**src/rtl/uart_arb_pkg.sv**
```systemverilog
// -----------------------------------------------------------------------------
// uart_arb_pkg
//
// Shared definitions for the UART transmit arbiter:
//   arb_state_e : sequencer states (IDLE, TAG, FETCH, ISSUE, SETTLE, WAIT)
//   TAG_NIBBLE  : upper nibble of the per-grant tag byte (0xA0 | grant_id)
//   id_width()  : width of a requester index, never less than one bit
// -----------------------------------------------------------------------------
package uart_arb_pkg;

  typedef enum logic [2:0] {
    IDLE,
    TAG,
    FETCH,
    ISSUE,
    SETTLE,
    WAIT
  } arb_state_e;

  localparam logic [3:0] TAG_NIBBLE = 4'hA;

  // Width of a requester index; a single requester still needs one bit.
  function automatic int id_width(input int n);
    return (n > 1) ? $clog2(n) : 1;
  endfunction

endpackage

```
**src/rtl/uart_tx_arbiter_rr_pick.sv**
```systemverilog
// -----------------------------------------------------------------------------
// rr_pick
//
// Combinational round-robin picker. Searches req upward starting at ptr+1,
// wrapping modulo NUM_REQ, and returns the first set index. ptr itself is the
// last candidate examined, so the previous owner has the lowest priority.
//
// Ports:
//   req   in  NUM_REQ : request vector
//   ptr   in  IDW     : index of the most recently served requester
//   found out 1       : at least one request is set
//   idx   out IDW     : winning index (0 when found is low)
// -----------------------------------------------------------------------------
module rr_pick #(
  parameter int NUM_REQ = 4,
  parameter int IDW     = 2
) (
  input  logic [NUM_REQ-1:0] req,
  input  logic [IDW-1:0]     ptr,
  output logic               found,
  output logic [IDW-1:0]     idx
);

  localparam logic [IDW:0] N_W = (IDW+1)'(NUM_REQ);

  // cand_idx[k] is the k-th index visited by the search; cand_hit[k] says
  // whether that requester is asking.
  logic [IDW-1:0]     cand_idx [NUM_REQ];
  logic [NUM_REQ-1:0] cand_hit;

  genvar gi;
  generate
    for (gi = 0; gi < NUM_REQ; gi++) begin : g_cand
      logic [IDW:0] sum;
      // ptr <= NUM_REQ-1 and gi+1 <= NUM_REQ, so one subtraction wraps it.
      assign sum           = {1'b0, ptr} + (IDW+1)'(gi + 1);
      assign cand_idx[gi]  = (sum >= N_W) ? IDW'(sum - N_W) : sum[IDW-1:0];
      assign cand_hit[gi]  = req[cand_idx[gi]];
    end
  endgenerate

  // Scan from the far end so the nearest candidate overwrites the others.
  always_comb begin
    found = 1'b0;
    idx   = '0;
    for (int k = NUM_REQ - 1; k >= 0; k--) begin
      if (cand_hit[k]) begin
        found = 1'b1;
        idx   = cand_idx[k];
      end
    end
  end

endmodule

```
**src/rtl/uart_tx_arbiter.sv**
```systemverilog
// -----------------------------------------------------------------------------
// uart_tx_arbiter
//
// Round-robin arbiter/sequencer sharing one uart_tx byte transmitter among
// NUM_REQ requesters. A grant is held for a whole message (until req_last is
// accepted) or until MAX_BURST data bytes have been sent, whichever is first.
// Every byte walks FETCH -> ISSUE -> SETTLE -> WAIT, so one byte costs at
// least four cycles.
//
// Optional feature (macro UART_ARB_TAG_EN): when defined, every grant starts
// with a tag byte {4'hA, grant_id}; the tag does not count toward the burst.
// When undefined, the TAG state and tag_flag are compiled out.
//
// Ports:
//   clk          in  1          : clock
//   rst          in  1          : synchronous active-high reset
//   req_valid    in  NUM_REQ    : requester i has a byte
//   req_data     in  8*NUM_REQ  : byte of requester i at [8i+7:8i]
//   req_last     in  NUM_REQ    : offered byte ends the message
//   req_ready    out NUM_REQ    : one-hot accept (combinational)
//   tx_start     out 1          : one-cycle start pulse to uart_tx
//   tx_data      out 8          : byte to uart_tx
//   tx_busy      in  1          : uart_tx busy flag
//   grant_active out 1          : a requester owns the transmitter
//   grant_id     out clog2(N)   : owner index, valid with grant_active
// -----------------------------------------------------------------------------
module uart_tx_arbiter
  import uart_arb_pkg::*;
#(
  parameter int NUM_REQ   = 4,
  parameter int MAX_BURST = 16,
  localparam int IDW      = id_width(NUM_REQ)
) (
  input  logic                 clk,
  input  logic                 rst,
  input  logic [NUM_REQ-1:0]   req_valid,
  input  logic [8*NUM_REQ-1:0] req_data,
  input  logic [NUM_REQ-1:0]   req_last,
  output logic [NUM_REQ-1:0]   req_ready,
  output logic                 tx_start,
  output logic [7:0]           tx_data,
  input  logic                 tx_busy,
  output logic                 grant_active,
  output logic [IDW-1:0]       grant_id
);

  localparam logic [7:0]     BURST_LIM  = 8'(MAX_BURST);
  localparam logic [IDW-1:0] PTR_RESET  = IDW'(NUM_REQ - 1);

  // ---------------------------------------------------------------------------
  // State
  // ---------------------------------------------------------------------------
  arb_state_e     state_q,        state_d;
  logic [IDW-1:0] rr_ptr_q,       rr_ptr_d;
  logic [IDW-1:0] grant_id_q,     grant_id_d;
  logic           grant_active_q, grant_active_d;
  logic [7:0]     burst_cnt_q,    burst_cnt_d;
  logic [7:0]     hold_byte_q,    hold_byte_d;
  logic           hold_last_q,    hold_last_d;
  logic           tx_start_q,     tx_start_d;
  logic [7:0]     tx_data_q,      tx_data_d;
`ifdef UART_ARB_TAG_EN
  logic           tag_flag_q,     tag_flag_d;
`endif

  // ---------------------------------------------------------------------------
  // Owner's input lane
  // ---------------------------------------------------------------------------
  logic       own_valid;
  logic       own_last;
  logic [7:0] own_data;

  assign own_valid = req_valid[grant_id_q];
  assign own_last  = req_last[grant_id_q];
  assign own_data  = req_data[{grant_id_q, 3'b000} +: 8];

  // ---------------------------------------------------------------------------
  // Round-robin decision, only consumed in IDLE
  // ---------------------------------------------------------------------------
  logic           pick_found;
  logic [IDW-1:0] pick_idx;

  rr_pick #(
    .NUM_REQ (NUM_REQ),
    .IDW     (IDW)
  ) u_rr_pick (
    .req   (req_valid),
    .ptr   (rr_ptr_q),
    .found (pick_found),
    .idx   (pick_idx)
  );

  // ---------------------------------------------------------------------------
  // Next-state logic
  // ---------------------------------------------------------------------------
  always_comb begin
    state_d        = state_q;
    rr_ptr_d       = rr_ptr_q;
    grant_id_d     = grant_id_q;
    grant_active_d = grant_active_q;
    burst_cnt_d    = burst_cnt_q;
    hold_byte_d    = hold_byte_q;
    hold_last_d    = hold_last_q;
    tx_start_d     = 1'b0;
    tx_data_d      = tx_data_q;
`ifdef UART_ARB_TAG_EN
    tag_flag_d     = tag_flag_q;
`endif

    case (state_q)
      IDLE: begin
        if (pick_found) begin
          grant_id_d     = pick_idx;
          grant_active_d = 1'b1;
          burst_cnt_d    = 8'd0;
`ifdef UART_ARB_TAG_EN
          state_d        = TAG;
`else
          state_d        = FETCH;
`endif
        end
      end

`ifdef UART_ARB_TAG_EN
      TAG: begin
        hold_byte_d = {TAG_NIBBLE, 4'(grant_id_q)};
        tag_flag_d  = 1'b1;
        state_d     = ISSUE;
      end
`endif

      FETCH: begin
        // A message is never abandoned: wait here for the owner's next byte.
        if (own_valid) begin
          hold_byte_d = own_data;
          hold_last_d = own_last;
          burst_cnt_d = burst_cnt_q + 8'd1;
          state_d     = ISSUE;
        end
      end

      ISSUE: begin
        if (!tx_busy) begin
          tx_start_d = 1'b1;
          tx_data_d  = hold_byte_q;
          state_d    = SETTLE;
        end
      end

      // uart_tx raises busy one cycle after it sees start; skip that cycle.
      SETTLE: begin
        state_d = WAIT;
      end

      WAIT: begin
        if (!tx_busy) begin
`ifdef UART_ARB_TAG_EN
          if (tag_flag_q) begin
            tag_flag_d = 1'b0;
            state_d    = FETCH;
          end else
`endif
          if (hold_last_q || (burst_cnt_q == BURST_LIM)) begin
            rr_ptr_d       = grant_id_q;
            grant_active_d = 1'b0;
            state_d        = IDLE;
          end else begin
            state_d = FETCH;
          end
        end
      end

      default: begin
        state_d = IDLE;
      end
    endcase
  end

  // ---------------------------------------------------------------------------
  // Ready is combinational so the owner's byte can be taken in the same cycle.
  // ---------------------------------------------------------------------------
  always_comb begin
    req_ready = '0;
    if (state_q == FETCH) begin
      req_ready[grant_id_q] = own_valid;
    end
  end

  // ---------------------------------------------------------------------------
  // Registers
  // ---------------------------------------------------------------------------
  always_ff @(posedge clk) begin
    if (rst) begin
      state_q        <= IDLE;
      rr_ptr_q       <= PTR_RESET;
      grant_id_q     <= '0;
      grant_active_q <= 1'b0;
      burst_cnt_q    <= 8'd0;
      hold_byte_q    <= 8'h00;
      hold_last_q    <= 1'b0;
      tx_start_q     <= 1'b0;
      tx_data_q      <= 8'h00;
`ifdef UART_ARB_TAG_EN
      tag_flag_q     <= 1'b0;
`endif
    end else begin
      state_q        <= state_d;
      rr_ptr_q       <= rr_ptr_d;
      grant_id_q     <= grant_id_d;
      grant_active_q <= grant_active_d;
      burst_cnt_q    <= burst_cnt_d;
      hold_byte_q    <= hold_byte_d;
      hold_last_q    <= hold_last_d;
      tx_start_q     <= tx_start_d;
      tx_data_q      <= tx_data_d;
`ifdef UART_ARB_TAG_EN
      tag_flag_q     <= tag_flag_d;
`endif
    end
  end

  assign tx_start     = tx_start_q;
  assign tx_data      = tx_data_q;
  assign grant_active = grant_active_q;
  assign grant_id     = grant_id_q;

endmodule

```
**config.mk**
```make
export PLATFORM = sky130hd
export DESIGN_NAME = uart_tx_arbiter
export DESIGN_NICKNAME = d
export VERILOG_FILES = /design/src/rtl/uart_arb_pkg.sv /design/src/rtl/uart_tx_arbiter_rr_pick.sv /design/src/rtl/uart_tx_arbiter.sv
export SDC_FILE = /design/constraint.sdc
export NUM_CORES = 1
export LEC_CHECK = 0
export CAP_MARGIN = 5
export CORE_ASPECT_RATIO = 0.5
export CORE_MARGIN = 1
export CORE_UTILIZATION = 50
export CTS_BUF_LIST = sky130_fd_sc_hd__clkbuf_8
export CTS_CLUSTER_DIAMETER = 100
export CTS_CLUSTER_SIZE = 24
export DETAILED_ROUTE_END_ITERATION = 8
export DONT_BUFFER_PORTS = 1
export SLEW_MARGIN = 20
export SYNTH_ARGS = -nofsm -noshare
export SYNTH_HDL_FRONTEND = slang
export SYNTH_SLANG_ARGS = --single-unit
```
**constraint.sdc**
```tcl
create_clock -name clk -period 2.5 [get_ports clk]
set_input_delay 0.5 -clock clk [delete_from_list [all_inputs] [get_ports clk]]
set_output_delay 0.5 -clock clk [all_outputs]
set_load 0.02 [all_outputs]
```
-- Word-level counts from Yosys, hierarchy flattened
Cells that the tools add are included.
- magnitude comparators: 10
- shift-type cells: 1
- mux-type cells: 41
- bitwise logic cells: 3
- equality and inequality tests: 10
- $add $sub $neg: 9
- reductions and logical operators: 13
- operators by type and width (operator ; count):
    variable part select 32 x 6 -> 8 bit ; 1
    two-way mux 2 bit ; 9
    two-way mux 8 bit ; 2
    one-hot mux 8 bit (2 select lines) ; 1
    < comparator 2 x 3 -> 1 bit (second input constant) ; 5
    two-way mux 1 bit ; 15
    one-hot mux 3 bit (5 select lines) ; 1
    binary-select mux 1 bit (select 2 bit) ; 6
    >= comparator 3 bit (second input constant) ; 4
    two-way mux 3 bit ; 4
    inequality test 2 bit (second input constant) ; 5
    adder 8 x 1 -> 8 bit (second input constant) ; 1
    equality test 8 x 5 -> 1 bit (second input constant) ; 1
    AND reduction 4 bit ; 2
    subtractor 2 x 1 -> 2 bit (second input constant) ; 4
    adder 2 x 2 -> 3 bit (second input constant) ; 2
    equality test 3 x 2 -> 1 bit (second input constant) ; 2
    equality test 3 bit (second input constant) ; 2
    AND reduction 2 bit ; 3
    AND reduction 3 bit ; 2
    bitwise AND 4 bit ; 1
    two-way mux 4 bit ; 1
    nonzero test 2 bit ; 2
    adder 2 x 1 -> 3 bit (second input constant) ; 1
    other kinds (9) ; 10
- logic and storage cells: 96
- register bits: 34
- output and inout port bits: 16
- bits of input ports: 43

-- Depth between registers and ports, before layout
Gate-level depths: netlist of the first run.
- depth after elaboration: 11
- gate-level depth with buffers: 6
- mapped depth without buffers: 6

-- By module
A second synthesis of the first run with hierarchy kept.
- cells, all modules: 210
- area total of the unflattened synthesis: 1801.7 um^2
- by module, submodules not included (module ; area each (um^2) ; seq. area each (um^2) ; cells each ; times used):
    uart_tx_arbiter ; 1710.4 ; 680.7 ; 196 ; 1
    rr_pick ; 91.3 ; 0.0 ; 14 ; 1

-- Worst setup path before layout of the first run
No wires, ideal clock.
- kind: reg2out
- from: register grant_id_q[0], in the netlist grant_id[0]
- to: output port req_ready[0]
- stages on the path, launching flop included: 6
- buffers on the path: 2
- arrival time: 1.681 ns
- required time: 2.000 ns
- slack: 0.319 ns
- cell sequence: dfxtp_1 buf_6 mux4_2 nand2_1 buf_4 nor3_1
- word-level cells in the longest chain between the ends: 6
- elaborated cells between the ends (all ways): 9
- classes of those cells: order compare (2); mux (5); bitwise (1); reduce/logical (1)
- RTL lines (what ; RTL line ; text):
    start, declared ; uart_tx_arbiter.sv:55 ; logic [IDW-1:0] grant_id_q, grant_id_d;
    start signal, assigned ; uart_tx_arbiter.sv:209 ; grant_id_q <= grant_id_d;
    < comparator 2 x 3 -> 1 bit (not written as such) / >= comparator 2 x 1 -> 1 bit (equally long branches) ; uart_tx_arbiter.sv:185 ; req_ready[grant_id_q] = own_valid;
    logical AND 1 bit (not written as such) ; uart_tx_arbiter.sv:185 ;
    two-way mux 1 bit (not written as such) ; uart_tx_arbiter.sv:185 ;
    demux 1 bit (select 2 bit) ; uart_tx_arbiter.sv:185 ;
    bitwise AND 4 bit (no source line) * ; - ;
    two-way mux 4 bit * ; uart_tx_arbiter.sv:184 ; if (state_q == FETCH) begin
    end, declared ; uart_tx_arbiter.sv:39 ; output logic [NUM_REQ-1:0] req_ready,
Every way passes the cells marked *; elsewhere a longest branch is shown, timed or not. The select of a mux whose other input is x is not followed.

-- Worst setup path in the final report of the first run
- from: register state_q[1]
- to: output port req_ready[2]
- word-level cells in the longest chain between the ends: 2
- RTL lines (what ; RTL line ; text):
    start, declared ; uart_tx_arbiter.sv:53 ; arb_state_e state_q, state_d;
    start signal, assigned ; uart_tx_arbiter.sv:207 ; state_q <= state_d;
    equality test 3 x 2 -> 1 bit ; uart_tx_arbiter.sv:184 ;
    two-way mux 4 bit ; uart_tx_arbiter.sv:184 ;
No other way between the ends.

==> results of run 1 <==
## worst max-delay path by stage
stage                                         from           end  slack, ns  cells after the start
after floorplan           grant_id[0]$_SDFFE_PP0P_  req_ready[0]       0.32                      5
after global placement                req_valid[3]  req_ready[2]       0.57                      4
after detailed placement              req_valid[3]  req_ready[2]       0.54                      4
after CTS                 grant_id[0]$_SDFFE_PP0P_  req_ready[2]       0.33                      4
after global routing       state_q[1]$_SDFFE_PP0P_  req_ready[3]       0.14                      5
final                      state_q[1]$_SDFFE_PP0P_  req_ready[2]       0.34                      5
## area by class of cell
class	instances	area (um^2)	area share
Inverter	8	30.03	0.01480
Clock buffer	6	82.58	0.04069
Clock inverter	2	60.06	0.02959
Sequential cell	34	680.7	0.3354
Tap cell	51	63.81	0.03144
Timing Repair Buffer	8	60.06	0.02959
Multi-Input combinational cell	155	1052	0.5185
## cells by family (layout without fill, tap and decap cells)
| group | count (synthesis) | after routing |
|---|---|---|
| AO/OA/AOI/OAI | 47 | 47 |
| adder cells (fa/ha/maj) | 2 | 2 |
| multiplexers | 13 | 13 |
| XOR/XNOR | 3 | 3 |
| buffers and inverters | 20 | 24 |
| flip-flops | 34 | 34 |
| AND/OR/NAND/NOR | 90 | 90 |
## metal layers
layer,track usage,wire (um),vias to the layer above
li1,-,-,756
met1,0.3001,1955,694
met2,0.2906,1574,33
met3,0.06947,197,7
met4,0.07869,44,0
met5,0,0,-
## power by group through the flow
stage                     Sequential, mW  Clock, mW  Combinational (mW)
after floorplan                    0.608          0               0.214
after global placement             0.619          0               0.241
after detailed placement           0.619          0               0.241
after CTS                          0.607      0.644               0.242
after global routing               0.613      0.673               0.268
final                              0.607      0.630               0.240
## cell usage after synthesis, drive strengths merged (2+ instances only)
cell type / instances / area share
nor2b: 2 / 0.0069
nand2: 43 / 0.089
nand4: 3 / 0.010
dfxtp: 34 / 0.37
a21o: 2 / 0.0082
ha: 2 / 0.014
clkbuf: 7 / 0.014
nor2: 11 / 0.023
buf: 5 / 0.019
or2: 2 / 0.0069
mux2: 2 / 0.014
and3: 4 / 0.014
xor2: 3 / 0.014
o311ai: 3 / 0.014
nand3b: 2 / 0.0082
a21oi: 22 / 0.067
nand2b: 4 / 0.014
a211o: 3 / 0.014
or3: 2 / 0.0069
a31oi: 2 / 0.0069
nand3: 4 / 0.011
nor3: 6 / 0.016
nor4b: 2 / 0.0096
inv: 8 / 0.016
o21ai: 7 / 0.019
and2: 2 / 0.0069
mux4: 10 / 0.13
a211oi: 2 / 0.0082
## through the flow
| stage | util | hold WS, ns | std cells | setup slack [ns] |
|---|---|---|---|---|
| final | 0.5877 | 0.2723 | 264 | 0.3385 |
| after global routing | 0.5877 | 0.2521 | 264 | 0.1435 |
| after CTS | 0.5877 | 0.2599 | 264 | 0.3316 |
| after detailed placement | 0.5464 | 0.4388 | 256 | 0.5382 |
| after global placement | 0.5464 | 0.4352 | 256 | 0.5697 |
| after floorplan | - | 0.4321 | 209 | 0.3191 |
## state kept, by name (all words and copies together), names as in the netlist
signal,count
hold_last_q,1
burst_cnt_q,8
state_q,3
grant_id,2
hold_byte_q,8
tx_start,1
rr_ptr_q,2
tx_data,8
grant_active,1
## worst register-to-register path, delay by kind of cell (launching register included)
kind / cells / cell delay [ns]
AO/OA/AOI/OAI: 1 / 0.11
AND/OR/NAND/NOR: 3 / 1.12
flip-flops: 1 / 0.53
## placed cells by master, fill, tap and decap left out, types with 4 or more instances in the layout
cell                       instances
sky130_fd_sc_hd__dfxtp_1          34
sky130_fd_sc_hd__nand3_1           4
sky130_fd_sc_hd__and3_1            4
sky130_fd_sc_hd__nand2_1          43
sky130_fd_sc_hd__clkbuf_8          6
sky130_fd_sc_hd__a21oi_1          21
sky130_fd_sc_hd__nand2b_1          4
sky130_fd_sc_hd__buf_4             8
sky130_fd_sc_hd__mux4_2            7
sky130_fd_sc_hd__inv_1             8
sky130_fd_sc_hd__nor3_1            6
sky130_fd_sc_hd__o21ai_0           7
sky130_fd_sc_hd__nor2_1           11
==> results.rst, run 1 <==
.. list-table::
   :header-rows: 1

   * - Metric
     - Value
   * - Largest net degree at the start of global routing
     - 28
   * - FFs w/ async S/R, synth
     - 0
   * - Lkg Pwr
     - 0.7358 nW
   * - Total setup violations reported at the end of the flow
     - 0
   * - Slew at the pin closest to its max-slew limit
     - 0.7843 ns
   * - Internal reg-to-reg setup slack
     - 0.68 ns
   * - Number of standard cells after synthesis
     - 209
   * - Total of hold buffers inserted after clock tree synthesis
     - 0
   * - Switching fraction of total power
     - 0.2492
   * - Result of the run
     - complete, no violations
   * - Post-CTS setup buffer count
     - 0
   * - Post-Synth XOR/XNOR Area
     - 0.01441
   * - CP max stage delay
     - 0.53 ns
   * - Total standard cell area after synthesis
     - 1823 um^2
   * - Minimum clock period after layout
     - 2.161 ns
   * - Count of final max-slew check failures
     - 0
   * - Initial antenna violation count
     - 0
   * - Total Die Area
     - 3906 um^2
   * - FF-to-FF path depth
     - 4
   * - Share of total power in combinational logic
     - 0.163
   * - Number of DRC markers after the initial detailed-route iteration
     - 43
   * - Most common flop cell mapped by yosys
     - sky130_fd_sc_hd__dfxtp_1
   * - Sequential-to-total area share from yosys stat
     - 0.3734
   * - TritonCTS buffer count
     - 5
   * - Synthesized Nets
     - 254
   * - Sink Count
     - 34
   * - Area added between synthesis and finish
     - 11.32%
   * - Via total after detailed routing
     - 1,490
   * - Mux contribution to synthesized area
     - 0.1496
   * - PostCTS Resize Cnt
     - 0
   * - Syn. warnings
     - 0
   * - Min-Delay Path Class
     - in2reg
   * - Reg clk slew, reported paths
     - 0.07 ns
   * - Number of enable flip-flop cells after synthesis
     - 0
   * - Htree depth
     - 2
   * - Worst path slowest cell
     - sky130_fd_sc_hd__dfxtp_1
   * - Net switching component of the power
     - 0.3680 mW
   * - Fraction of the mapped netlist area in compound gates
     - 0.1661
   * - Final std cell area, no fill
     - 2029 um^2
   * - HPWL Detailed
     - 2.751 mm
   * - Startpoint of the most critical register-to-register path
     - state_q[1]$_SDFFE_PP0P_
   * - Data arrival time of the worst path
     - 1.66 ns
   * - Number of synthesized register bits
     - 34
   * - Final ANT Viol Nets
     - 0
   * - Global route overflow
     - 0
   * - Final routed DRC violation total
     - 0
   * - Die Y-Extent
     - 44.70 um
   * - Final cycle utilization of the critical path
     - 0.8646
   * - Std-Cell Rows
     - 15
   * - Relative slew margins
     - 0.4697
   * - RSZ-0062 raised after global routing
     - false
   * - Setup TNS
     - 0 ns
   * - Number of buffer and inverter instances along the worst setup path
     - 2
   * - Total detailed-routing wirelength
     - 3.771 mm
   * - Nets
     - 257
   * - Number of inserted diodes
     - 0
   * - Library cell appearing most often on the critical path
     - sky130_fd_sc_hd__buf_4
   * - Cells traversed along the worst timing path
     - nor3b_1, buf_4, nand2_1, nor3_1, buf_4
   * - End point of the most critical hold path
     - grant_id[1]$_SDFFE_PP0P_
   * - Via density
     - 5.644
   * - TritonCTS clock tree
     - done
   * - Required time worst endpoint
     - 2.00 ns
   * - Wire length per cell after detailed routing
     - 14.28 um
   * - Gp weighted congestion
     - 0.8151
   * - Max frequency
     - 462.6 MHz
   * - First-pass GRT wire length
     - 6.023 mm
   * - Element type at the critical path start
     - register
   * - Internal power contribution
     - 1.109 mW
   * - Max capacitance violation total
     - 0
   * - Clk root buf
     - sky130_fd_sc_hd__clkbuf_8
   * - Min-Delay Path Depth
     - 1
   * - Cell area after placement
     - 1887 um^2
   * - Total count of hold-check failures in the final report
     - 0
   * - First-pass detailed-route iteration total
     - 4
   * - Via count of the first global-routing pass
     - 1,265
   * - Worst-case clock buffer depth
     - 2
   * - Hold Crit Start
     - rst
   * - Largest family of logic cells by synthesized area
     - simple AND/OR/NAND/NOR gates
   * - Pwr per Cell Area
     - 727.7 nW/um^2
   * - R2R Path End
     - burst_cnt_q[7]$_SDFFE_PP0P_
   * - Cell family with the largest share of critical-path delay
     - flip-flops
   * - Total Power
     - 1.477 mW
   * - Final setup skew
     - 0.005786 ns
   * - Fraction of power consumed by sequential logic
     - 0.411
   * - Portion of total power attributed to the clock network
     - 0.426
   * - WS Path Type
     - reg2out
   * - Layout cell share with drive strength beyond 1
     - 0.1362
   * - Number of buffer cells added on primary ports
     - 0
   * - Worst IR Drop VDD
     - 365.3 uV
   * - FILL cells
     - 322
   * - Area share of fa/ha/maj cells after synthesis
     - 0.01373
   * - Top-Level Pins
     - 59
   * - Area of the placeable core
     - 3453 um^2
   * - Largest fanout on the critical path
     - 12
   * - Average size of a mapped cell
     - 8.722 um^2
   * - Die Wd
     - 87.40 um
   * - Number of distinct standard cells referenced by the synthesized netlist
     - 43
   * - Global-route total usage across every layer
     - 0.2088
   * - Simple-Gate Fraction of Synth Area
     - 0.2334
   * - Clock Latency Late Sink
     - 0.29 ns
   * - Initial cell density of the core
     - 0.5279
   * - Worst setup EP type
     - output port
Note: power is estimated with default switching activity, not from simulation.
==> run 2: changes to the inputs <==
--- a/config.mk
+++ b/config.mk
@@ -10,10 +10,11 @@
 export CORE_MARGIN = 1
 export CORE_UTILIZATION = 50
 export CTS_BUF_LIST = sky130_fd_sc_hd__clkbuf_8
-export CTS_CLUSTER_DIAMETER = 100
+export CTS_CLUSTER_DIAMETER = 150
 export CTS_CLUSTER_SIZE = 24
 export DETAILED_ROUTE_END_ITERATION = 8
 export DONT_BUFFER_PORTS = 1
+export GPL_ROUTABILITY_DRIVEN = 0
 export SLEW_MARGIN = 20
 export SYNTH_ARGS = -nofsm -noshare
 export SYNTH_HDL_FRONTEND = slang
==> results of run 2 <==
Final layout, timing and power as in run 1 (identical DEF).
==> run 3: changes to the inputs <==
--- a/config.mk
+++ b/config.mk
@@ -7,9 +7,8 @@
 export LEC_CHECK = 0
 export CAP_MARGIN = 5
 export CORE_ASPECT_RATIO = 0.5
-export CORE_MARGIN = 1
 export CORE_UTILIZATION = 50
-export CTS_BUF_LIST = sky130_fd_sc_hd__clkbuf_8
+export CTS_BUF_LIST = sky130_fd_sc_hd__clkbuf_16
 export CTS_CLUSTER_DIAMETER = 150
 export CTS_CLUSTER_SIZE = 24
 export DETAILED_ROUTE_END_ITERATION = 8
==> run 3 against run 2 <==
Effect of this change:
- die area did not move
- wire length shrank 0.24%
- sequential share of layout area down 0.75 points
- register-to-register slack worse by 0.05 ns
- global-route usage barely moved
- utilization is 1.3 points higher
- critical path depth did not move
- largest cell class unchanged
==> results.rst, run 3 (synthesis results as in run 1) <==
.. list-table::
   :header-rows: 1

   * - Metric
     - Value
   * - Result of the run
     - complete, no violations
   * - Min-Delay Path Class
     - in2reg
   * - Initial cell density of the core
     - 0.5279
   * - Number of standard cells in the layout, taps in and fillers out
     - 264
   * - Total setup violations reported at the end of the flow
     - 0
   * - Place WS
     - 0.5382 ns
   * - WS Path Type
     - reg2out
   * - Data arrival time of the worst path
     - 1.64 ns
   * - Reg clk slew, reported paths
     - 0.05 ns
   * - Inst Count DP
     - 256
   * - Worst path slowest cell
     - sky130_fd_sc_hd__dfxtp_1
   * - Post-route worst hold slack
     - 0.2927 ns
   * - Total of hold buffers inserted after clock tree synthesis
     - 0
   * - Wire length per cell after detailed routing
     - 14.25 um
   * - Max frequency
     - 467.3 MHz
   * - Pwr per Cell Area
     - 784.5 nW/um^2
   * - Largest fanout on the critical path
     - 12
   * - Area added between synthesis and finish
     - 13.86%
   * - Relative slew margins
     - 0.4131
   * - Die Y-Extent
     - 44.70 um
   * - Sink Count
     - 34
   * - TritonCTS buffer count
     - 5
   * - Clock Latency Late Sink
     - 0.27 ns
   * - Most common cell after layout, fill and taps aside
     - sky130_fd_sc_hd__nand2_1
   * - Library cell appearing most often on the critical path
     - sky130_fd_sc_hd__buf_4
   * - Global route overflow
     - 0
   * - Final routed DRC violation total
     - 0
   * - Worst setup EP type
     - output port
   * - Area of the placeable core
     - 3453 um^2
   * - Setup TNS
     - 0 ns
   * - Final setup skew
     - 0.005668 ns
   * - RSZ-0062 raised after global routing
     - false
   * - CP max stage delay
     - 0.53 ns
   * - TritonCTS clock tree
     - done
   * - Cell area after placement
     - 1887 um^2
   * - Final cycle utilization of the critical path
     - 0.8561
   * - Layout cell share with drive strength beyond 1
     - 0.1315
   * - Required time worst endpoint
     - 2.00 ns
   * - Die Wd
     - 87.40 um
   * - FILL cells
     - 319
   * - Max capacitance violation total
     - 0
   * - Cells traversed along the worst timing path
     - nor3b_1, buf_4, nand2_1, nor3_1, buf_4
   * - Count of final max-slew check failures
     - 0
   * - HPWL Detailed
     - 2.751 mm
   * - Lkg Pwr
     - 0.7559 nW
   * - Nets
     - 257
   * - Initial antenna violation count
     - 0
   * - Final worst-path setup slack
     - 0.3598 ns
   * - Number of buffer cells added on primary ports
     - 0
   * - Total Die Area
     - 3906 um^2
   * - Final ANT Viol Nets
     - 0
   * - Worst IR Drop VDD
     - 379.0 uV
   * - Via total after detailed routing
     - 1,499
   * - First-pass detailed-route iteration total
     - 4
   * - PostCTS Resize Cnt
     - 0
   * - Leading cell types in the layout, fill and taps excluded
     - sky130_fd_sc_hd__nand2_1, sky130_fd_sc_hd__dfxtp_1, sky130_fd_sc_hd__a21oi_1, sky130_fd_sc_hd__nor2_1
   * - Largest net degree at the start of global routing
     - 28
   * - Total detailed-routing wirelength
     - 3.762 mm
   * - Number of inserted diodes
     - 0
   * - Number of DRC markers after the initial detailed-route iteration
     - 54
   * - Final std cell area, no fill
     - 2076 um^2
   * - Clk root buf
     - sky130_fd_sc_hd__clkbuf_16
   * - Global-route total usage across every layer
     - 0.2093
   * - Total count of hold-check failures in the final report
     - 0
   * - Slew at the pin closest to its max-slew limit
     - 0.8681 ns
   * - First-pass GRT wire length
     - 6.099 mm
   * - Element type at the critical path start
     - register
   * - Worst-case clock buffer depth
     - 2
   * - Top-Level Pins
     - 59
   * - Std-Cell Rows
     - 15
   * - Post-CTS setup buffer count
     - 0
   * - Via density
     - 5.678
   * - Minimum clock period after layout
     - 2.140 ns
   * - Via count of the first global-routing pass
     - 1,281
   * - Htree depth
     - 2
==> run 3: cell types whose count changed in the layout (fill, tap and decap cells not counted) <==
cell,delta
sky130_fd_sc_hd__clkbuf_8,-6
sky130_fd_sc_hd__clkbuf_16,+5
sky130_fd_sc_hd__clkinv_1,+1
==> run 3: critical path, delay by kind of cell, from the launching register on <==
kind / cells / cell delay (ns)
flops: 1 / 0.53
simple gates: 3 / 0.51
buf+inv: 2 / 0.33
==> run 3: power by group <==
part | internal (mW) | total [mW] | switching (mW)
Clock | 0.567 | 0.780 | 0.213
Sequential | 0.572 | 0.608 | 0.0358
Combinational | 0.112 | 0.240 | 0.128
Total | 1.25 | 1.63 | 0.377
==> run 3: path summary, 6_finish.rpt <==
path	from	endpoint	slack, ns	depth (start not counted)
worst max-delay path	state_q[1]$_SDFFE_PP0P_	req_ready[2]	0.36	5
worst min-delay path	rst	grant_id[1]$_SDFFE_PP0P_	0.29	1
worst max register to register	state_q[1]$_SDFFE_PP0P_	burst_cnt_q[7]$_SDFFE_PP0P_	0.63	4
worst min register to register	hold_byte_q[6]$_SDFFE_PP0P_	tx_data[6]$_SDFFE_PP0P_	0.44	2
==> run 3: through the flow <==
| stage | power [mW] | utilization |
|---|---|---|
| global route | 1.712 | 0.6011 |
| detailed placement | 0.8602 | 0.5464 |
| CTS | 1.646 | 0.6011 |
| global placement | 0.8597 | 0.5464 |
| finish | 1.628 | 0.6011 |
| floorplan | 0.8216 | - |
==> run 3: cell type report <==
class | instances | area (um^2) | share of cell area
Clock buffer | 5 | 125.1 | 0.06028
Clock inverter | 3 | 63.81 | 0.03074
Inverter | 8 | 30.03 | 0.01447
Multi-Input combinational cell | 155 | 1052 | 0.5069
Sequential cell | 34 | 680.7 | 0.3279
Tap cell | 51 | 63.81 | 0.03074
Timing Repair Buffer | 8 | 60.06 | 0.02893
==> run 3: metal layers <==
layer	GRT usage	vias to the layer above	part of all wire
met4	0.05574	0	0.0029
li1	-	757	-
met2	0.2984	32	0.44
met3	0.07130	2	0.051
met5	0	-	0
met1	0.3024	708	0.51
